--- config.mk ---
export PLATFORM = sky130hd
export DESIGN_NAME = word_monitor
export DESIGN_NICKNAME = d
export VERILOG_FILES = /design/src/rtl/word_monitor_pkg.sv /design/src/rtl/ready_sampler.sv /design/src/rtl/word_monitor.sv
export SDC_FILE = /design/constraint.sdc
export NUM_CORES = 1
export LEC_CHECK = 0
export BUFFER_PORTS_ARGS = -buffer_cell sky130_fd_sc_hd__buf_2
export CAP_MARGIN = 20
export CORE_ASPECT_RATIO = 1.5
export CORE_UTILIZATION = 35
export CTS_CLUSTER_DIAMETER = 50
export DETAILED_ROUTE_END_ITERATION = 8
export HOLD_SLACK_MARGIN = 0.15
export MAX_ROUTING_LAYER = met4
export PLACE_DENSITY_LB_ADDON = 0.1
export SLEW_MARGIN = 20
export SYNTH_ARGS = -nofsm -noshare
export SYNTH_HDL_FRONTEND = slang
export SYNTH_SLANG_ARGS = --single-unit
--- constraint.sdc ---
create_clock -name clock -period 2.3 [get_ports clock]
set_input_delay 0.46 -clock clock [delete_from_list [all_inputs] [get_ports clock]]
set_output_delay 0.46 -clock clock [all_outputs]
set_load 0.02 [all_outputs]
--- src/rtl/word_monitor_pkg.sv ---
// word_monitor_pkg: shared FSM encoding, run-counter limit and popcount helper for word_monitor.
package word_monitor_pkg;
   typedef logic [0:0] state_t;
   localparam state_t IDLE  = 1'b0;
   localparam state_t ARMED = 1'b1;
   localparam int RUN_W_DEF = 4;
   localparam int RUN_MAX = (1 << RUN_W_DEF) - 1;
   function automatic int popcount(input logic [31:0] w, input int width);
      int n;
      n = 0;
      for (int i = 0; i < 32; i++) if (i < width) n += int'(w[i]);
      return n;
   endfunction
endpackage

--- src/rtl/ready_sampler.sv ---
// ready_sampler: turns the ready qualifier into a sample strobe, either level- or rising-edge-based.
module ready_sampler #(
   parameter int EDGE_MODE = 0
) (
   input  logic clock,
   input  logic reset,
   input  logic ready,
   output logic smp
);
   logic ready_q;
   always_ff @(posedge clock or posedge reset) begin
      if (reset) ready_q <= 1'b0;
      else ready_q <= ready;
   end
   assign smp = (EDGE_MODE != 0) ? (ready & ~ready_q) : ready;
endmodule

--- src/rtl/word_monitor.sv ---
// word_monitor: samples din on ready and publishes registered per-word and history flags.
module word_monitor
   import word_monitor_pkg::*;
#(
   parameter int WIDTH = 4,
   parameter int RUN_W = 4,
   parameter logic [WIDTH-1:0] MATCH = 4'b1001,
   parameter int EDGE_MODE = 0,
   localparam int ONES_W = $clog2(WIDTH + 1)
) (
   input  logic              clock,
   input  logic              reset,
   input  logic              clear,
   input  logic              ready,
   input  logic [WIDTH-1:0]  din,
   output logic              m_valid,
   output logic              m_zero,
   output logic              m_parity,
   output logic [ONES_W-1:0] m_ones,
   output logic              m_match,
   output logic              m_incr,
   output logic              m_wrap,
   output logic [RUN_W-1:0]  m_run
);
   localparam logic [RUN_W-1:0] RMAX = {RUN_W{1'b1}};
   logic smp, incr, wrap;
   state_t state_q, state_d;
   logic [WIDTH-1:0] prev_q, prev_d;
   logic valid_q, valid_d, zero_q, zero_d, parity_q, parity_d;
   logic match_q, match_d, incr_q, incr_d, wrap_q, wrap_d;
   logic [ONES_W-1:0] ones_q, ones_d;
   logic [RUN_W-1:0] run_q, run_d;

   ready_sampler #(.EDGE_MODE(EDGE_MODE)) u_sampler (
      .clock(clock),
      .reset(reset),
      .ready(ready),
      .smp(smp)
   );

   // History flags only mean something once a previous word has been captured.
   assign incr = (state_q == ARMED) && (din == prev_q + WIDTH'(1));
   assign wrap = (state_q == ARMED) && (&prev_q) && (din == '0);

   always_comb begin
      state_d  = state_q;
      prev_d   = prev_q;
      valid_d  = 1'b0;
      zero_d   = zero_q;
      parity_d = parity_q;
      ones_d   = ones_q;
      match_d  = match_q;
      incr_d   = incr_q;
      wrap_d   = wrap_q;
      run_d    = run_q;
      if (clear) begin
         state_d  = IDLE;
         prev_d   = '0;
         zero_d   = 1'b0;
         parity_d = 1'b0;
         ones_d   = '0;
         match_d  = 1'b0;
         incr_d   = 1'b0;
         wrap_d   = 1'b0;
         run_d    = '0;
      end else if (smp) begin
         state_d  = ARMED;
         prev_d   = din;
         valid_d  = 1'b1;
         zero_d   = (din == '0);
         parity_d = ^din;
         ones_d   = ONES_W'(popcount(32'(din), WIDTH));
         match_d  = (din == MATCH);
         incr_d   = incr;
         wrap_d   = wrap;
         run_d    = incr ? ((run_q == RMAX) ? run_q : run_q + RUN_W'(1)) : '0;
      end
   end

   always_ff @(posedge clock or posedge reset) begin
      if (reset) begin
         state_q  <= IDLE;
         prev_q   <= '0;
         valid_q  <= 1'b0;
         zero_q   <= 1'b0;
         parity_q <= 1'b0;
         ones_q   <= '0;
         match_q  <= 1'b0;
         incr_q   <= 1'b0;
         wrap_q   <= 1'b0;
         run_q    <= '0;
      end else begin
         state_q  <= state_d;
         prev_q   <= prev_d;
         valid_q  <= valid_d;
         zero_q   <= zero_d;
         parity_q <= parity_d;
         ones_q   <= ones_d;
         match_q  <= match_d;
         incr_q   <= incr_d;
         wrap_q   <= wrap_d;
         run_q    <= run_d;
      end
   end

   assign m_valid  = valid_q;
   assign m_zero   = zero_q;
   assign m_parity = parity_q;
   assign m_ones   = ones_q;
   assign m_match  = match_q;
   assign m_incr   = incr_q;
   assign m_wrap   = wrap_q;
   assign m_run    = run_q;
endmodule

# Yosys cells after proc, flatten, opt, wreduce, memory -nomap -nowiden
# Index checks and enable logic that the tools add are counted.
[word_totals]
ff_bits = 18
elab_cells = 55
inputBits = 8
[op_classes]
n_reduce_logical = 8
mux = 28
eq_ne = 4
addsub = 5
[op_table]
columns = ["operator", "n"]
rows = [
  ["$mux 3", 8],
  ["$mux 4", 6],
  ["$mux 1", 14],
  ["$add 3x2->3", 3],
  ["$add 4x1->4 const B", 2],
  ["$eq 4x4->1 const B", 2],
  ["$eq 4x4->1", 1],
  ["$logic_not 4->1", 1],
  ["$reduce_and 4->1", 1],
  ["$reduce_xor 4->1", 1],
  ["$logic_and 1x1->1", 3],
  ["$ne 3x3->1 const B", 1],
  ["$reduce_and 2->1", 1],
  ["$reduce_bool 2->1", 1],
]

# Depth between registers and ports, before layout
[logic_depth]
word_depth = 11
depth_mapped = 7
depth_no_buf = 7

# By module
# A second synthesis with hierarchy kept.
[unflattened]
hier_cells = 107
hier_area_um2 = 1044.8
[by_module_without_submodules]
columns = ["module", "area_per_inst_um2", "n_inst", "seq_area_each_um2", "cells_each"]
rows = [
  ["word_monitor", 1037.2, 1, 450.4, 106],
  ["ready_sampler", 7.5, 1, 0.0, 1],
]

# Worst setup path before layout
# Ideal clock, no wire load.
[synth_timing]
path_type = "input -> register"
from = "input din[0]"
to = "register ones_q[1], in the netlist m_ones[1]"
setup_ns = 0.094
slack_ns = 0.347
stages = 7
arrival_time_ns = 1.858
path_cell_list = "inv_1 > fa_1 > inv_1 > ha_1 > inv_1 > fa_1 > a211oi_1"
[synth_between]
elab_chain_len = 11
[synth_rtl]
columns = ["item", "line", "source"]
rows = [
  ["start, declared", "word_monitor.sv:15", "input logic [WIDTH-1:0] din,"],
  ["$mux 3", "word_monitor.sv:66", "end else if (smp) begin"],
  ["$mux 3", "word_monitor.sv:56", "if (clear) begin"],
  ["$add 3x2->3", "word_monitor_pkg.sv:11", "for (int i = 0; i < 32; i++) if (i < width) n += int'(w[i]);"],
  ["$mux 3", "word_monitor.sv:66", ""],
  ["$mux 3", "word_monitor.sv:56", ""],
  ["$add 3x2->3", "word_monitor_pkg.sv:11", ""],
  ["$mux 3", "word_monitor.sv:66", ""],
  ["$mux 3", "word_monitor.sv:56", ""],
  ["$add 3x2->3", "word_monitor_pkg.sv:11", ""],
  ["$mux 3", "word_monitor.sv:66", ""],
  ["$mux 3", "word_monitor.sv:56", ""],
  ["end signal, assigned", "word_monitor.sv:98", "ones_q <= ones_d;"],
  ["end, declared", "word_monitor.sv:31", "logic [ONES_W-1:0] ones_q, ones_d;"],
]
# Every way passes these cells. The select of a mux whose other input is x is not followed.
# A chain may end at the register's enable or synchronous reset.

# Worst setup path after layout
# Ends and elaborated chain as after synthesis.

==> summary.md <==
| Metric | Value |
|---|---|
| Worst-Skew Late Latency | 250 ps |
| Avg WL per Cell | 12.7 um |
| Crit path time final | 1930 ps |
| CTS root buffer | clkbuf_8 |
| # nets final | 142 |
| Clk buf depth | 2 |
| Power per cell area | 578 nW/um^2 |
| GPL Wtd Cong | 0.775 |
| Fillers | 307 |
| Final WL | 2050 um |
| Worst clock skew | 1.40 ps |
| Port Buffers | 20 |
| Total track usage | 0.146 |
| Final ANT Viol Nets | 0 |
| Worst Path Class, Setup | input port to register |
| Slew @ Worst Pin | 695 ps |
| Iteration-0 DRC Markers | 27 |
| R2r setup slk | 520 ps |
| Total core area | 2880 um^2 |
| Hold Violations, Final | 0 |
| Max stage delay on crit path | 530 ps |
| Antenna violations before repair | 0 |
| Clock sinks | 18 |
| Vias in the first global route | 704 |
| Primary FF master, synth | dfrtp_1 |
| Layout Utilization | 0.431 |
| Leakage | 0.619 nW |
| Vias per cell | 4.81 |
| Die width | 46.8 um |
| Post-synthesis area per instance | 10.4 um^2 |
| Drt drc | 0 |
| Top cells by area, synth | dfrtp_1 43%, ha_1 11%, mux2i_1 5.7% |
| H-tree Lvls | 1 |
| Post-DP HPWL | 1540 um |
| WP data required | 2470 ps |
| Pre-CTS setup slack | 60.4 ps |
| Initial Util | 0.365 |
| Most Used Layer, Global Route | met2 |
| Mapped cell area | 1050 um^2 |
| Multi-input logic area | 544 um^2 |
| Die Ht | 69.2 um |
| Critical Path Fanout Max | 5 |
| Via count | 775 |
| Synth top area share | 0.428 |
| Final TNS setup | 0 ps |
| Syn nets | 120 |
| Fmax | 518 MHz |
| Critical Path End Type | register |
| Fin crit share | 0.839 |
| Max VDD drop | 308 uV |
| CP cell instances | buf_2, inv_1, fa_1, inv_1, ha_1, inv_1, fa_1, a211oi_1 |
| Met3 usage | 0.0236 |
| Hold Path Class | input port to asynchronous set/reset pin |
| Mapped Cells | 101 |
| EDFF count, synth | 0 |
| Row count | 24 |
| Ys async rst share | 1.00 |
| Most frequent cells in the layout | 20 x buf_2, 18 x dfrtp_1, 12 x nor2_1, 12 x inv_1, 9 x ha_1 |
| CP bufs+invs | 4 |
| Layout area overhead | 18.2% |
| Gr ovfl total | 0 |
| Max Cap Viol | 0 |
| Postcts setup bufs | 0 |
| Commonest non-fill, non-tap cell in the layout | buf_2 |
| Met2 Track Usage GR | 0.227 |
| Grt met1 use | 0.178 |
| CTS tree | built |
| Clk pin slew, worst setup/hold paths | 70 ps |
| Worst path slowest cell | fa_1 |
| First-pass GRT wire length | 3270 um |
| Antenna Cells | 0 |
| RSZ-0062 raised after global routing | false |
| Layout cells sized above 1 | 0.238 |
| Post-cts resize count | 0 |
| Number of distinct library cells after synthesis | 26 |
| Ports | 21 |
| Worst path arrival time | 2100 ps |
| Full die area | 3230 um^2 |
| Outcome | complete, no violations |
| Worst hold margin | 302 ps |
| Yosys Warn Count | 0 |
| Largest area contributor in the netlist | dfrtp_1 |
| Startpoint types | input port |
| Cell repeated most along the worst path | inv_1 |
| Final worst setup slack | 370 ps |
| Endpoints failing setup | 0 |
| Largest net degree at the start of global routing | 20 |
| Pre-antenna DRT Iters | 4 |
| Crit path max-delay family | adder cells |
| FF+latch count, synth | 18 |
| Slew margin rel. | 0.536 |
| Register Area | 450 um^2 |
| Max-slew violations | 0 |
| CTS Buf Count | 3 |
| Seq/Total Area, Yosys | 0.428 |
| Post-CTS Hold Fix Bufs | 0 |
==> area by class of cell <==
type / instances / share of cell area
multi-input combinational: 68 / 0.438
sequential: 18 / 0.362
timing repair buffer: 20 / 0.0805
clock buffer: 4 / 0.0443
tap: 39 / 0.0392
inverter: 12 / 0.0362
==> kinds of logic (layout without fill, tap and decap cells) <==
family	after synthesis	after routing	share of synthesized area
AO/OA/AOI/OAI	13	13	0.0761
buffers and inverters	15	36	0.0547
flip-flops	18	18	0.428
adder cells (fa/ha/maj)	11	11	0.145
XOR/XNOR	6	6	0.0797
AND/OR/NAND/NOR	32	32	0.159
multiplexers	6	6	0.0571
==> per-stage QoR <==
stage / instance area, um^2 / power [W] / cells
after global routing: 1240 / 0.000760 / 161
after detailed placement: 1190 / 0.000467 / 157
after floorplan: 1050 / 0.000432 / 101
after global placement: 1190 / 0.000466 / 157
final: 1240 / 0.000719 / 161
after CTS: 1240 / 0.000728 / 161
==> final timing paths <==
| check | startpoint | to | cells after the start |
|---|---|---|---|
| min reg2reg | m_incr | m_incr | 2 |
| max in group asynchronous | reset | m_run[3] | 2 |
| min in group clock | m_incr | m_incr | 2 |
| max reg2reg | prev_q[0] | m_run[1] | 5 |
| max | din[0] | m_ones[1] | 8 |
| min | reset | m_valid | 2 |
==> synthesized netlist by cell type (2+ instances only) <==
| master | n |
|---|---|
| nand4_1 | 4 |
| mux2i_1 | 6 |
| xnor2_1 | 2 |
| nand3_1 | 6 |
| dfrtp_1 | 18 |
| ha_1 | 9 |
| fa_1 | 2 |
| inv_1 | 12 |
| nand2_1 | 4 |
| nor2_1 | 12 |
| a21oi_1 | 4 |
| xnor2_2 | 2 |
| a31oi_1 | 2 |
| a211oi_1 | 3 |
| o22ai_1 | 2 |
| nand2b_1 | 3 |
==> metal layers <==
metal / wire length, um / share of wire / vias up
met1: 877 / 0.43 / 359
met2: 1050 / 0.51 / 28
met5: 0 / 0 / -
li1: - / - / 384
met4: 38 / 0.019 / 0
met3: 81 / 0.039 / 4
==> where the power goes <==
group	internal, W	switching [W]
Clock	0.000152	0.000107
Combinational	0.0000473	0.0000721
Sequential	0.000330	0.0000103
Total	0.000529	0.000190
==> worst register-to-register path, cell delays in order (launching register included) <==
cell	delay (ps)
dfrtp_1	440
ha_1	260
xor3_2	400
nor4_4	260
a31oi_1	170
o22ai_1	180
Power figures use the tool's default switching activity.
